### src/rtl/gullfaxi_router_if.sv
`default_nettype none
// +--------------------------------------------------------------------------+
// | Module      : gullfaxi_router_if                                         |
// | Description : Bus bundle for gullfaxi_router: one input word stream      |
// |               (valid/ready/end) and NPORTS output ports with req/grant,  |
// |               plus the discarded-packet counter.                         |
// |               slave  : the router side (drives I0_ready and all O_*).    |
// |               master : the environment (drives input words and grants).  |
// | Revision    : 1.0  initial release                                       |
// +--------------------------------------------------------------------------+
interface gullfaxi_router_if #(
  parameter int DW     = 8,
  parameter int NPORTS = 4
);
  localparam int LW = DW - $clog2(NPORTS);

  logic                 I0_valid;
  logic [DW-1:0]        I0_data;
  logic                 I0_end;
  logic                 I0_ready;
  logic [NPORTS-1:0]    O_start;
  logic [NPORTS*LW-1:0] O_length;
  logic [NPORTS*DW-1:0] O_data;
  logic [NPORTS-1:0]    O_end;
  logic [NPORTS-1:0]    O_req;
  logic [NPORTS-1:0]    O_grant;
  logic [15:0]          drop_cnt;

  modport slave (
    input  I0_valid, I0_data, I0_end, O_grant,
    output I0_ready, O_start, O_length, O_data, O_end, O_req, drop_cnt
  );

  modport master (
    output I0_valid, I0_data, I0_end, O_grant,
    input  I0_ready, O_start, O_length, O_data, O_end, O_req, drop_cnt
  );
endinterface
`default_nettype wire

### src/rtl/gullfaxi_router.sv
`default_nettype none
// +--------------------------------------------------------------------------+
// | Module      : gullfaxi_router                                            |
// | Description : Single-input packet router. Words are buffered in a        |
// |               circular FIFO; a read FSM decodes each header              |
// |               {length, port}, requests the target port and streams the   |
// |               payload once granted. Malformed packets are discarded and  |
// |               counted (saturating at 16'hFFFF).                          |
// | Ports       : clk, reset (synchronous, active-high)                      |
// |               bus.slave : I0_valid/I0_data/I0_end/I0_ready input stream, |
// |               O_start/O_length/O_data/O_end/O_req/O_grant per port,      |
// |               drop_cnt.                                                  |
// | Revision    : 1.0  initial release                                       |
// +--------------------------------------------------------------------------+
module gullfaxi_router #(
  parameter int DW        = 8,
  parameter int NPORTS    = 4,
  parameter int DEPTH     = 64,
  parameter int MAXLENGTH = 12
) (
  input logic              clk,
  input logic              reset,
  gullfaxi_router_if.slave bus
);
  localparam int c_PW  = $clog2(NPORTS);
  localparam int c_LW  = DW - c_PW;
  localparam int c_AW  = $clog2(DEPTH);
  localparam int c_AW1 = c_AW + 1;
  localparam int c_PW1 = c_PW + 1;

  localparam logic [c_AW:0]   c_DEPTH     = c_AW1'(DEPTH);
  localparam logic [c_AW:0]   c_READY_MIN = c_AW1'(MAXLENGTH + 1);
  localparam logic [c_AW:0]   c_CNT_ONE   = c_AW1'(1);
  localparam logic [c_AW-1:0] c_PTR_ONE   = c_AW'(1);
  localparam logic [c_LW-1:0] c_MAXLEN    = c_LW'(MAXLENGTH);
  localparam logic [c_LW-1:0] c_LEN_ONE   = c_LW'(1);
  localparam logic [c_PW:0]   c_NPORTS    = c_PW1'(NPORTS);

  typedef enum logic [2:0] {
    S_IDLE = 3'd0,
    S_HDR  = 3'd1,
    S_REQ  = 3'd2,
    S_SEND = 3'd3,
    S_DROP = 3'd4
  } state_t;

  state_t r_state, w_state_next;

  // FIFO storage holds {end, data}; reset only clears pointers and counts.
  logic [DW:0]       r_mem [DEPTH];
  logic [c_AW-1:0]   r_wr_ptr, r_rd_ptr;
  logic [c_AW:0]     r_n_elems, r_n_pkts;
  logic [DW:0]       r_rd_word;

  logic [c_LW-1:0]   r_len, r_cnt, r_pay_idx;
  logic [c_PW-1:0]   r_port;
  logic              r_pay_vld;
  logic [15:0]       r_drop_cnt;

  logic [NPORTS-1:0]      r_o_req, r_o_start, r_o_end;
  logic [NPORTS*c_LW-1:0] r_o_len;
  logic [NPORTS*DW-1:0]   r_o_data;

  logic [NPORTS-1:0]      w_o_req, w_o_start, w_o_end;
  logic [NPORTS*c_LW-1:0] w_o_len;
  logic [NPORTS*DW-1:0]   w_o_data;

  logic            w_ready, w_push, w_pop, w_pop_pay, w_hdr_pop;
  logic            w_drop_inc, w_hdr_load, w_grant_hit, w_hdr_bad, w_port_bad;
  logic [c_LW-1:0] w_hdr_len;
  logic [c_PW-1:0] w_hdr_port;

  // Ready only while a maximum-length packet plus header still fits.
  assign w_ready   = (c_DEPTH - r_n_elems) >= c_READY_MIN;
  assign w_push    = bus.I0_valid && w_ready;
  assign w_hdr_pop = (r_state == S_IDLE) && w_pop;

  assign w_hdr_len  = r_rd_word[DW-1:c_PW];
  assign w_hdr_port = r_rd_word[c_PW-1:0];

  generate
    if ((1 << c_PW) == NPORTS) begin : g_port_pow2
      assign w_port_bad = 1'b0;
    end else begin : g_port_range
      assign w_port_bad = ({1'b0, w_hdr_port} >= c_NPORTS);
    end
  endgenerate

  assign w_hdr_bad = w_port_bad || (w_hdr_len == '0) || (w_hdr_len > c_MAXLEN);

  // A grant only counts once our request is actually visible on the port.
  assign w_grant_hit = (r_state == S_REQ) && r_o_req[r_port] && bus.O_grant[r_port];

  always_comb begin
    w_state_next = r_state;
    w_pop        = 1'b0;
    w_pop_pay    = 1'b0;
    w_drop_inc   = 1'b0;
    w_hdr_load   = 1'b0;
    case (r_state)
      S_IDLE: begin
        if (r_n_pkts != '0) begin
          w_pop        = 1'b1;
          w_state_next = S_HDR;
        end
      end
      S_HDR: begin
        if (w_hdr_bad) begin
          w_drop_inc   = 1'b1;
          w_state_next = r_rd_word[DW] ? S_IDLE : S_DROP;
        end else begin
          w_hdr_load   = 1'b1;
          w_state_next = S_REQ;
        end
      end
      S_REQ: begin
        if (w_grant_hit) begin
          w_pop        = 1'b1;
          w_pop_pay    = 1'b1;
          w_state_next = S_SEND;
        end
      end
      S_SEND: begin
        // Stay one extra cycle after the last pop so the final word is
        // presented while the port is still owned.
        if (r_cnt < r_len) begin
          w_pop     = 1'b1;
          w_pop_pay = 1'b1;
        end else begin
          w_state_next = S_IDLE;
        end
      end
      S_DROP: begin
        // r_rd_word is the most recently popped word (header on entry).
        if (r_rd_word[DW]) begin
          w_state_next = S_IDLE;
        end else begin
          w_pop = 1'b1;
        end
      end
      default: w_state_next = S_IDLE;
    endcase
  end

  always_comb begin
    w_o_req   = '0;
    w_o_start = '0;
    w_o_end   = '0;
    w_o_len   = '0;
    w_o_data  = '0;
    if ((r_state == S_REQ) || (r_state == S_SEND)) begin
      w_o_req[r_port]                  = (r_state == S_REQ) && !w_grant_hit;
      w_o_len[r_port*c_LW +: c_LW]     = r_len;
      if (r_pay_vld) begin
        w_o_data[r_port*DW +: DW] = r_rd_word[DW-1:0];
        w_o_start[r_port]         = (r_pay_idx == '0);
        w_o_end[r_port]           = (r_pay_idx == (r_len - c_LEN_ONE));
      end
    end
  end

  always_ff @(posedge clk) begin
    if (w_push) begin
      r_mem[r_wr_ptr] <= {bus.I0_end, bus.I0_data};
    end
  end

  always_ff @(posedge clk) begin
    if (reset) begin
      r_state    <= S_IDLE;
      r_wr_ptr   <= '0;
      r_rd_ptr   <= '0;
      r_n_elems  <= '0;
      r_n_pkts   <= '0;
      r_rd_word  <= '0;
      r_len      <= '0;
      r_cnt      <= '0;
      r_pay_idx  <= '0;
      r_port     <= '0;
      r_pay_vld  <= 1'b0;
      r_drop_cnt <= '0;
      r_o_req    <= '0;
      r_o_start  <= '0;
      r_o_end    <= '0;
      r_o_len    <= '0;
      r_o_data   <= '0;
    end else begin
      r_state <= w_state_next;
      if (w_push) begin
        r_wr_ptr <= r_wr_ptr + c_PTR_ONE;
      end
      if (w_pop) begin
        r_rd_ptr  <= r_rd_ptr + c_PTR_ONE;
        r_rd_word <= r_mem[r_rd_ptr];
      end
      case ({w_push, w_pop})
        2'b10:   r_n_elems <= r_n_elems + c_CNT_ONE;
        2'b01:   r_n_elems <= r_n_elems - c_CNT_ONE;
        default: r_n_elems <= r_n_elems;
      endcase
      case ({w_push && bus.I0_end, w_hdr_pop})
        2'b10:   r_n_pkts <= r_n_pkts + c_CNT_ONE;
        2'b01:   r_n_pkts <= r_n_pkts - c_CNT_ONE;
        default: r_n_pkts <= r_n_pkts;
      endcase
      if (w_hdr_load) begin
        r_len  <= w_hdr_len;
        r_port <= w_hdr_port;
        r_cnt  <= '0;
      end else if (w_pop_pay) begin
        r_cnt <= r_cnt + c_LEN_ONE;
      end
      r_pay_vld <= w_pop_pay;
      r_pay_idx <= r_cnt;
      if (w_drop_inc && (r_drop_cnt != 16'hFFFF)) begin
        r_drop_cnt <= r_drop_cnt + 16'd1;
      end
      r_o_req   <= w_o_req;
      r_o_start <= w_o_start;
      r_o_end   <= w_o_end;
      r_o_len   <= w_o_len;
      r_o_data  <= w_o_data;
    end
  end

  assign bus.I0_ready = w_ready;
  assign bus.O_req    = r_o_req;
  assign bus.O_start  = r_o_start;
  assign bus.O_end    = r_o_end;
  assign bus.O_length = r_o_len;
  assign bus.O_data   = r_o_data;
  assign bus.drop_cnt = r_drop_cnt;

endmodule
`default_nettype wire
### src/flat_wrapper.sv
// flat-port wrapper written by rule: the top's interface ports become plain ports
module gullfaxi_router_flat 
#(
  parameter int DW        = 8,
  parameter int NPORTS    = 4,
  parameter int DEPTH     = 64,
  parameter int MAXLENGTH = 12
)
  (clk, reset, bus_I0_valid, bus_I0_data, bus_I0_end, bus_O_grant, bus_I0_ready, bus_O_start, bus_O_length, bus_O_data, bus_O_end, bus_O_req, bus_drop_cnt);
  gullfaxi_router_if #(.DW(DW), .NPORTS(NPORTS)) bus_i ();
  input logic clk;
  input logic reset;
  input wire logic [$bits(bus_i.I0_valid)-1:0] bus_I0_valid;
  input wire logic [$bits(bus_i.I0_data)-1:0] bus_I0_data;
  input wire logic [$bits(bus_i.I0_end)-1:0] bus_I0_end;
  input wire logic [$bits(bus_i.O_grant)-1:0] bus_O_grant;
  output wire logic [$bits(bus_i.I0_ready)-1:0] bus_I0_ready;
  output wire logic [$bits(bus_i.O_start)-1:0] bus_O_start;
  output wire logic [$bits(bus_i.O_length)-1:0] bus_O_length;
  output wire logic [$bits(bus_i.O_data)-1:0] bus_O_data;
  output wire logic [$bits(bus_i.O_end)-1:0] bus_O_end;
  output wire logic [$bits(bus_i.O_req)-1:0] bus_O_req;
  output wire logic [$bits(bus_i.drop_cnt)-1:0] bus_drop_cnt;
  assign bus_i.I0_valid = bus_I0_valid;
  assign bus_i.I0_data = bus_I0_data;
  assign bus_i.I0_end = bus_I0_end;
  assign bus_i.O_grant = bus_O_grant;
  assign bus_I0_ready = bus_i.I0_ready;
  assign bus_O_start = bus_i.O_start;
  assign bus_O_length = bus_i.O_length;
  assign bus_O_data = bus_i.O_data;
  assign bus_O_end = bus_i.O_end;
  assign bus_O_req = bus_i.O_req;
  assign bus_drop_cnt = bus_i.drop_cnt;
  gullfaxi_router #(.DW(DW), .NPORTS(NPORTS), .DEPTH(DEPTH), .MAXLENGTH(MAXLENGTH)) u_core (.clk(clk), .reset(reset), .bus(bus_i));
endmodule
### config.mk
export PLATFORM = sky130hd
export DESIGN_NAME = gullfaxi_router_flat
export DESIGN_NICKNAME = d
export VERILOG_FILES = /design/src/rtl/gullfaxi_router_if.sv /design/src/rtl/gullfaxi_router.sv /design/src/flat_wrapper.sv
export SDC_FILE = /design/constraint.sdc
export NUM_CORES = 1
export LEC_CHECK = 0
export ABC_AREA = 1
export CORE_MARGIN = 4
export CORE_UTILIZATION = 40
export DETAILED_ROUTE_END_ITERATION = 8
export GPL_TIMING_DRIVEN = 0
export MAX_ROUTING_LAYER = met4
export PLACE_DENSITY = 0.62
export SYNTH_ARGS = -nofsm -noshare
export SYNTH_HDL_FRONTEND = slang
export SYNTH_SLANG_ARGS = --single-unit
export TNS_END_PERCENT = 100
### constraint.sdc
create_clock -name clk -period 3 [get_ports clk]
set_input_delay 0.9 -clock clk [delete_from_list [all_inputs] [get_ports clk]]
set_output_delay 0.9 -clock clk [all_outputs]
set_load 0.02 [all_outputs]
# Word-level counts from Yosys, hierarchy flattened
# Memory sizes are Yosys's and may differ from the RTL's. A register that Yosys moved wholly into a read port is not among the register bits.
# Cells that the tools add are included.
[totals]
input_bits = 16
memories = 1
ram_bits = 576
wordCells = 108
regBits = 134
[mem_list]
columns = ["name", "words", "word_bits", "read_ports", "rd_clocked_by_memory_dff", "wr", "line_no", "source"]
rows = [
  ["u_core.r_mem", 64, 9, 1, 1, 1, "gullfaxi_router.sv:50", "logic [DW:0] r_mem [DEPTH];"],
]
[classes]
n_mux = 27
n_mul = 1
addsub = 12
bitwise = 7
eq_ne = 14
shifts = 4
n_lt_le_gt_ge = 5
n_reduce_logical = 21
[op_table]
columns = ["operator", "n"]
rows = [
  ["$neg A5 Y34", 2],
  ["$shift A6 B34 Y24 const A", 1],
  ["$shift A8 B34 Y32 const A", 1],
  ["$shiftx A6 B34 Y24", 1],
  ["$shiftx A8 B34 Y32", 1],
  ["$and A32 B32 Y32", 1],
  ["$pmux W7 S2", 2],
  ["$and A24 B24 Y24", 1],
  ["$add A6 B1 Y6 const B", 3],
  ["$mux W3", 6],
  ["$add A16 B1 Y16 const B", 1],
  ["$ne A16 B16 Y1 const B", 1],
  ["$pmux W3 S5", 1],
  ["$add A7 B1 Y7 const B", 2],
  ["$sub A7 B1 Y7 const B", 2],
  ["$mux W1", 13],
  ["$and A4 B4 Y4", 3],
  ["$logic_not A6 Y1", 2],
  ["$logic_and A1 B1 Y1", 8],
  ["$ge A7 B4 Y1 const B", 1],
  ["$reduce_bool A7 Y1", 1],
  ["$sub A7 B7 Y7 const A", 1],
  ["$eq A3 B2 Y1 const B", 2],
  ["$eq A6 B6 Y1", 1],
  ["24 further kinds", 33],
]

# Depth between registers and ports, before layout
[depth]
depth_word = 9
mapped_depth = 25

# Least setup slack after synthesis
# No wires, ideal clock.
[synth_path]
kind = "in2reg"
start = "in bus_O_grant[3]"
end = "reg u_core.r_n_elems[6]"
t_arrival_ns = 2.929
n_path_buf = 1
stages = 18
setup_time_ns = 0.113
slack_ns = -0.042
cell_sequence = "nand3_1 -> nand3_1 -> nand3_1 -> nand2_1 -> inv_1 -> nand2_1 -> buf_2 -> ha_1 -> inv_1 -> fa_1 -> inv_1 -> nand4_1 -> nand3_1 -> a21oi_1 -> o21ai_0 -> nand2_1 -> nand2_1 -> nor2_1"
[synth_between]
elab_chain_len = 7
[synth_rtl]
columns = ["element", "line_no", "source"]
rows = [
  ["start: declaration", "flat_wrapper.sv:16", "input wire logic [$bits(bus_i.O_grant)-1:0] bus_O_grant;"],
  ["$bmux W1 S2 (*)", "gullfaxi_router.sv:92", "assign w_grant_hit = (r_state == S_REQ) && r_o_req[r_port] && bus.O_grant[r_port];"],
  ["$mux W1 (implied by the code) (*)", "gullfaxi_router.sv:92", ""],
  ["$logic_and A1 B1 Y1 (*)", "gullfaxi_router.sv:92", ""],
  ["$mux W1 (*)", "gullfaxi_router.sv:117", "if (w_grant_hit) begin"],
  ["$pmux W1 S4 (*)", "gullfaxi_router.sv:100", "case (r_state)"],
  ["named net u_core.w_pop", "gullfaxi_router.sv:68", "logic w_ready, w_push, w_pop, w_pop_pay, w_hdr_pop;"],
  ["$eq A2 B1 Y1 or $eq A2 B2 Y1 (tied branches)", "gullfaxi_router.sv:196", "case ({w_push, w_pop})"],
  ["$pmux W7 S2 or $reduce_bool A2 Y1 (tied branches)", "n/a", ""],
  ["end signal: assignment", "gullfaxi_router.sv:197", "2'b10: r_n_elems <= r_n_elems + c_CNT_ONE;"],
  ["end signal: assignment", "gullfaxi_router.sv:198", "2'b01: r_n_elems <= r_n_elems - c_CNT_ONE;"],
  ["end signal: assignment", "gullfaxi_router.sv:199", "default: r_n_elems <= r_n_elems;"],
  ["end: declaration", "gullfaxi_router.sv:52", "logic [c_AW:0] r_n_elems, r_n_pkts;"],
]
# The timed path passes the listed nets; every way through them passes the cells marked *. The select of a mux whose other input is x is not followed.
# A chain may end at the register's enable or synchronous reset.

==> flow_metrics.py <==
metrics = {
    "outcome": {
        "result_of_the_run": "complete, no violations",
    },
    "final_layout": {
        "num-fill-cells": 6814,
        "synth_to_layout_area_growth_pct": 16.99,
        "drive_gt1_frac": 0.08650,
        "fin_nets": 3303,
        "fin_cells": 4288,
    },
    "logic_synthesis": {
        "netlist_area_sq_mm": 0.03043,
        "post_synth_inst_count": 3066,
        "netlist.area_leader.share": 0.5684,
        "synth_sequential_area_ratio": 0.6625,
        "synth-edff-count": 576,
        "ys_top_cells_by_count": "sky130_fd_sc_hd__nand2_1 (857), sky130_fd_sc_hd__edfxtp_1 (576), sky130_fd_sc_hd__nor2_1 (365)",
        "async_reset_ff_frac": 0,
        "synth-main-ff-cell": "sky130_fd_sc_hd__edfxtp_1",
        "yosysMostFrequentCell": "sky130_fd_sc_hd__nand2_1",
        "synthesis.nets": 3110,
        "ys_seq_elements": 719,
        "count_of_distinct_cell_types_in_the_synthesized_netlist": 42,
        "synth_top_cells_by_area": "sky130_fd_sc_hd__edfxtp_1 (57%), sky130_fd_sc_hd__nand2_1 (11%), sky130_fd_sc_hd__dfxtp_1 (9.4%)",
        "yosysWarningCount": 0,
        "netlist.top_cell.by_area": "sky130_fd_sc_hd__edfxtp_1",
        "post_synthesis_area_per_instance_sq_um": 9.925,
    },
    "worst_hold_path": {
        "min-delay-start": "u_core.r_cnt[0]",
        "hold_ep": "u_core.r_cnt[0]",
        "timing.hold.worst.class": "flip-flop to flip-flop",
        "whs_path_depth": 2,
    },
    "worst_setup_path": {
        "worst_ep_required_time_ns": 3.57,
        "reg2reg_slack_ns": 0.05,
        "regToRegEndpoint": "u_core.r_rd_word[6]",
        "worst_r2r_startpoint": "u_core.r_rd_ptr[1]",
        "critical_path_class": "flip-flop to flip-flop",
        "setup.worst_path.start_class": "flip-flop",
        "r2r_worst_path_depth": 11,
        "arrival_ns": 3.52,
        "kind_of_end_point_of_the_critical_path": "flip-flop",
        "startpoint": "u_core.r_rd_ptr[1]",
        "crit_path_max_fanout": 10,
    },
    "drt": {
        "avg_vias_per_cell": 5.234,
        "detail_route.drc_violations": 0,
        "first_pass_iters": 5,
        "vias": 22450,
        "final_antenna_net_count": 0,
        "route.final.wire_length_microns": 88990,
        "drt-initial-drc-count": 2340,
        "detail_route.wl_per_cell_microns": 20.75,
    },
    "placed_design": {
        "globalplace.congestion": 0.9541,
        "place_worst_setup_slack_ns": -1.028,
        "dp_hpwl_microns": 60390,
        "placedCellCount": 4139,
        "portBuffers": 99,
    },
    "clocking": {
        "cts.sinks": 719,
        "clk_latency_ns": 0.64,
        "h_tree_depth": 3,
        "path_clk_slew_ns": 0.06,
        "cts-buffers-inserted": 76,
        "root_buffer": "sky130_fd_sc_hd__clkbuf_16",
        "ctsLongestPathBuffers": 3,
        "cts_hold_repair.buffers": 0,
        "cts_tree": "yes",
    },
    "pwr": {
        "total_power_mw": 29.57,
        "power_per_cell_area_mw_per_mm2": 830.5,
        "worst_ir_drop_vdd_uv": 404.2,
        "static-leakage-power_nw": 13.54,
    },
    "sta": {
        "setup_ws_post_layout_ns": 0.05461,
        "finalWorstPathRequiredPeriod_ns": 2.945,
        "timing.final.hold_violations": 0,
        "fin_crit_sh": 0.9818,
        "worst_clock_skew_ns": 0.02695,
        "final_max_slew_viol_count": 0,
        "max_freq_mhz": 339.5,
        "max_slew_margin": 0.2418,
        "worst-slew-pin-transition_ns": 1.133,
        "grt_setup_unrepaired": "true",
        "setup-tns-final_ns": 0,
        "final_setup_violating_endpoints": 0,
    },
    "floorplan": {
        "die_x_microns": 283.8,
        "floorplan.core_area_sq_mm": 0.07495,
        "placementRows": 100,
        "fp.dieH_microns": 283.8,
        "start_util": 0.4060,
        "io_pins": 101,
        "die_area_sq_mm": 0.08055,
    },
    "global_route": {
        "grt_start_max_net_pins": 65,
        "grt_overflow": 0,
        "grtUsageTotal": 0.2220,
        "grt_pass1_vias": 20920,
        "grt_first_pass_wirelength_microns": 131400,
        "antenna_found_initial": 1,
    },
    "flow_run": {
        "max_cap_violations": 0,
    },
}
## report_power, final
| part | total [mW] | internal [mW] | switching, mW |
|---|---|---|---|
| registers | 11.3 | 11.0 | 0.251 |
| logic | 8.93 | 2.66 | 6.28 |
| clock network | 9.35 | 5.36 | 3.99 |
| total | 29.6 | 19.1 | 10.5 |
## cell type report
| class | count | area (sq um) | share of cell area |
|---|---|---|---|
| Antenna cell | 1 | 2.502 | 0.00007029 |
| Buffer | 143 | 680.7 | 0.01912 |
| Clock buffer | 90 | 2048 | 0.05753 |
| Clock inverter | 47 | 441.7 | 0.01241 |
| Inverter | 268 | 1018 | 0.02861 |
| Multi-Input combinational cell | 1936 | 8896 | 0.2499 |
| Sequential cell | 719 | 20170 | 0.5666 |
| Tap cell | 969 | 1212 | 0.03405 |
| Timing Repair Buffer | 115 | 1129 | 0.03170 |
## worst max-delay path by stage
| stage | to | slack [ns] |
|---|---|---|
| floorplan | u_core.r_n_elems[6] | 0.004 |
| global placement | u_core.r_n_pkts[6] | -2.23 |
| detailed placement | u_core.r_n_elems[6] | -1.03 |
| CTS | u_core.r_mem[51][0] | 0.006 |
| global route | u_core.r_n_elems[6] | -0.06 |
| finish | u_core.r_rd_word[6] | 0.05 |
## worst max-delay path: stages, from the launching register on
cell,delay (ns)
sky130_fd_sc_hd__dfxtp_1,0.37
sky130_fd_sc_hd__buf_2,0.38
sky130_fd_sc_hd__buf_4,0.28
sky130_fd_sc_hd__clkbuf_1,0.47
sky130_fd_sc_hd__nand2_1,0.11
sky130_fd_sc_hd__a21oi_1,0.39
sky130_fd_sc_hd__nor2_1,0.16
sky130_fd_sc_hd__nand2_1,0.10
sky130_fd_sc_hd__nand3_1,0.23
sky130_fd_sc_hd__nand3_1,0.26
sky130_fd_sc_hd__nand2_1,0.07
sky130_fd_sc_hd__inv_1,0.05
## stage by stage
stage | hold WS, ns | utilization | instance area [sq um]
3_3_place_gp | 0.4701 | 0.4355 | 32640
5_1_grt | 0.5139 | 0.4750 | 35600
4_1_cts | 0.4866 | 0.4717 | 35350
2_1_floorplan | 0.4440 | - | 30430
6_report | 0.4826 | 0.4750 | 35600
3_5_place_dp | 0.4790 | 0.4364 | 32710
## timing repair
action	CTS	global route
cloned	1	0
setup buffers	4	6
pin swaps	5	5
resized for setup	41	56
setup endpoints to repair	387	444
## cell families after synthesis
logic type | after synthesis | share of synthesized area
and+or+nand+nor | 1653 | 0.2239
DFF | 719 | 0.6625
buffers and inverters | 411 | 0.05456
AOI/OAI and AO/OA | 222 | 0.03783
xor gates and xnor gates | 33 | 0.009498
adders and majority gates | 28 | 0.01176
## routing by layer
layer | track usage | wire length, microns
met1 | 0.2879 | 36460
met2 | 0.3459 | 40840
met3 | 0.04337 | 8042
met4 | 0.08772 | 3648
met5 | - | 0
## registers in the layout (all words and copies together), names as in the netlist, 6 cells and up
name / count
u_core.r_mem: 576
u_core.bus.O_data: 32
u_core.bus.O_length: 24
u_core.bus.drop_cnt: 16
u_core.r_rd_word: 9
u_core.r_n_elems: 7
u_core.r_n_pkts: 7
u_core.r_cnt: 6
u_core.r_len: 6
u_core.r_pay_idx: 6
u_core.r_rd_ptr: 6
u_core.r_wr_ptr: 6
## cells in the final DEF, fill, tap and decap left out, types with 4 or more instances in the layout
| cell | n |
|---|---|
| sky130_fd_sc_hd__clkinv_2 | 21 |
| sky130_fd_sc_hd__inv_1 | 245 |
| sky130_fd_sc_hd__buf_1 | 20 |
| sky130_fd_sc_hd__nor2_4 | 7 |
| sky130_fd_sc_hd__buf_6 | 6 |
| sky130_fd_sc_hd__xor2_1 | 17 |
| sky130_fd_sc_hd__o22ai_1 | 4 |
| sky130_fd_sc_hd__nand2_1 | 853 |
| sky130_fd_sc_hd__edfxtp_1 | 576 |
| sky130_fd_sc_hd__nand4_1 | 16 |
| sky130_fd_sc_hd__nand2_2 | 9 |
| sky130_fd_sc_hd__dfxtp_1 | 138 |
| sky130_fd_sc_hd__nand3_1 | 356 |
| sky130_fd_sc_hd__buf_4 | 21 |
| sky130_fd_sc_hd__ha_4 | 6 |
| sky130_fd_sc_hd__nand3_2 | 4 |
| sky130_fd_sc_hd__clkdlybuf4s50_1 | 89 |
| sky130_fd_sc_hd__clkinv_1 | 14 |
| sky130_fd_sc_hd__inv_2 | 17 |
| sky130_fd_sc_hd__buf_12 | 4 |
| sky130_fd_sc_hd__nor2_1 | 346 |
| sky130_fd_sc_hd__clkbuf_16 | 79 |
| sky130_fd_sc_hd__nor3_1 | 29 |
| sky130_fd_sc_hd__bufinv_16 | 5 |
| sky130_fd_sc_hd__nor4_1 | 7 |
| sky130_fd_sc_hd__o21ai_0 | 92 |
| sky130_fd_sc_hd__nor2_2 | 13 |
| sky130_fd_sc_hd__ha_1 | 20 |
| sky130_fd_sc_hd__clkbuf_1 | 70 |
| sky130_fd_sc_hd__xnor2_1 | 12 |
| sky130_fd_sc_hd__buf_2 | 51 |
| sky130_fd_sc_hd__a21oi_1 | 107 |
No activity file was read; power rests on OpenSTA's default activity.
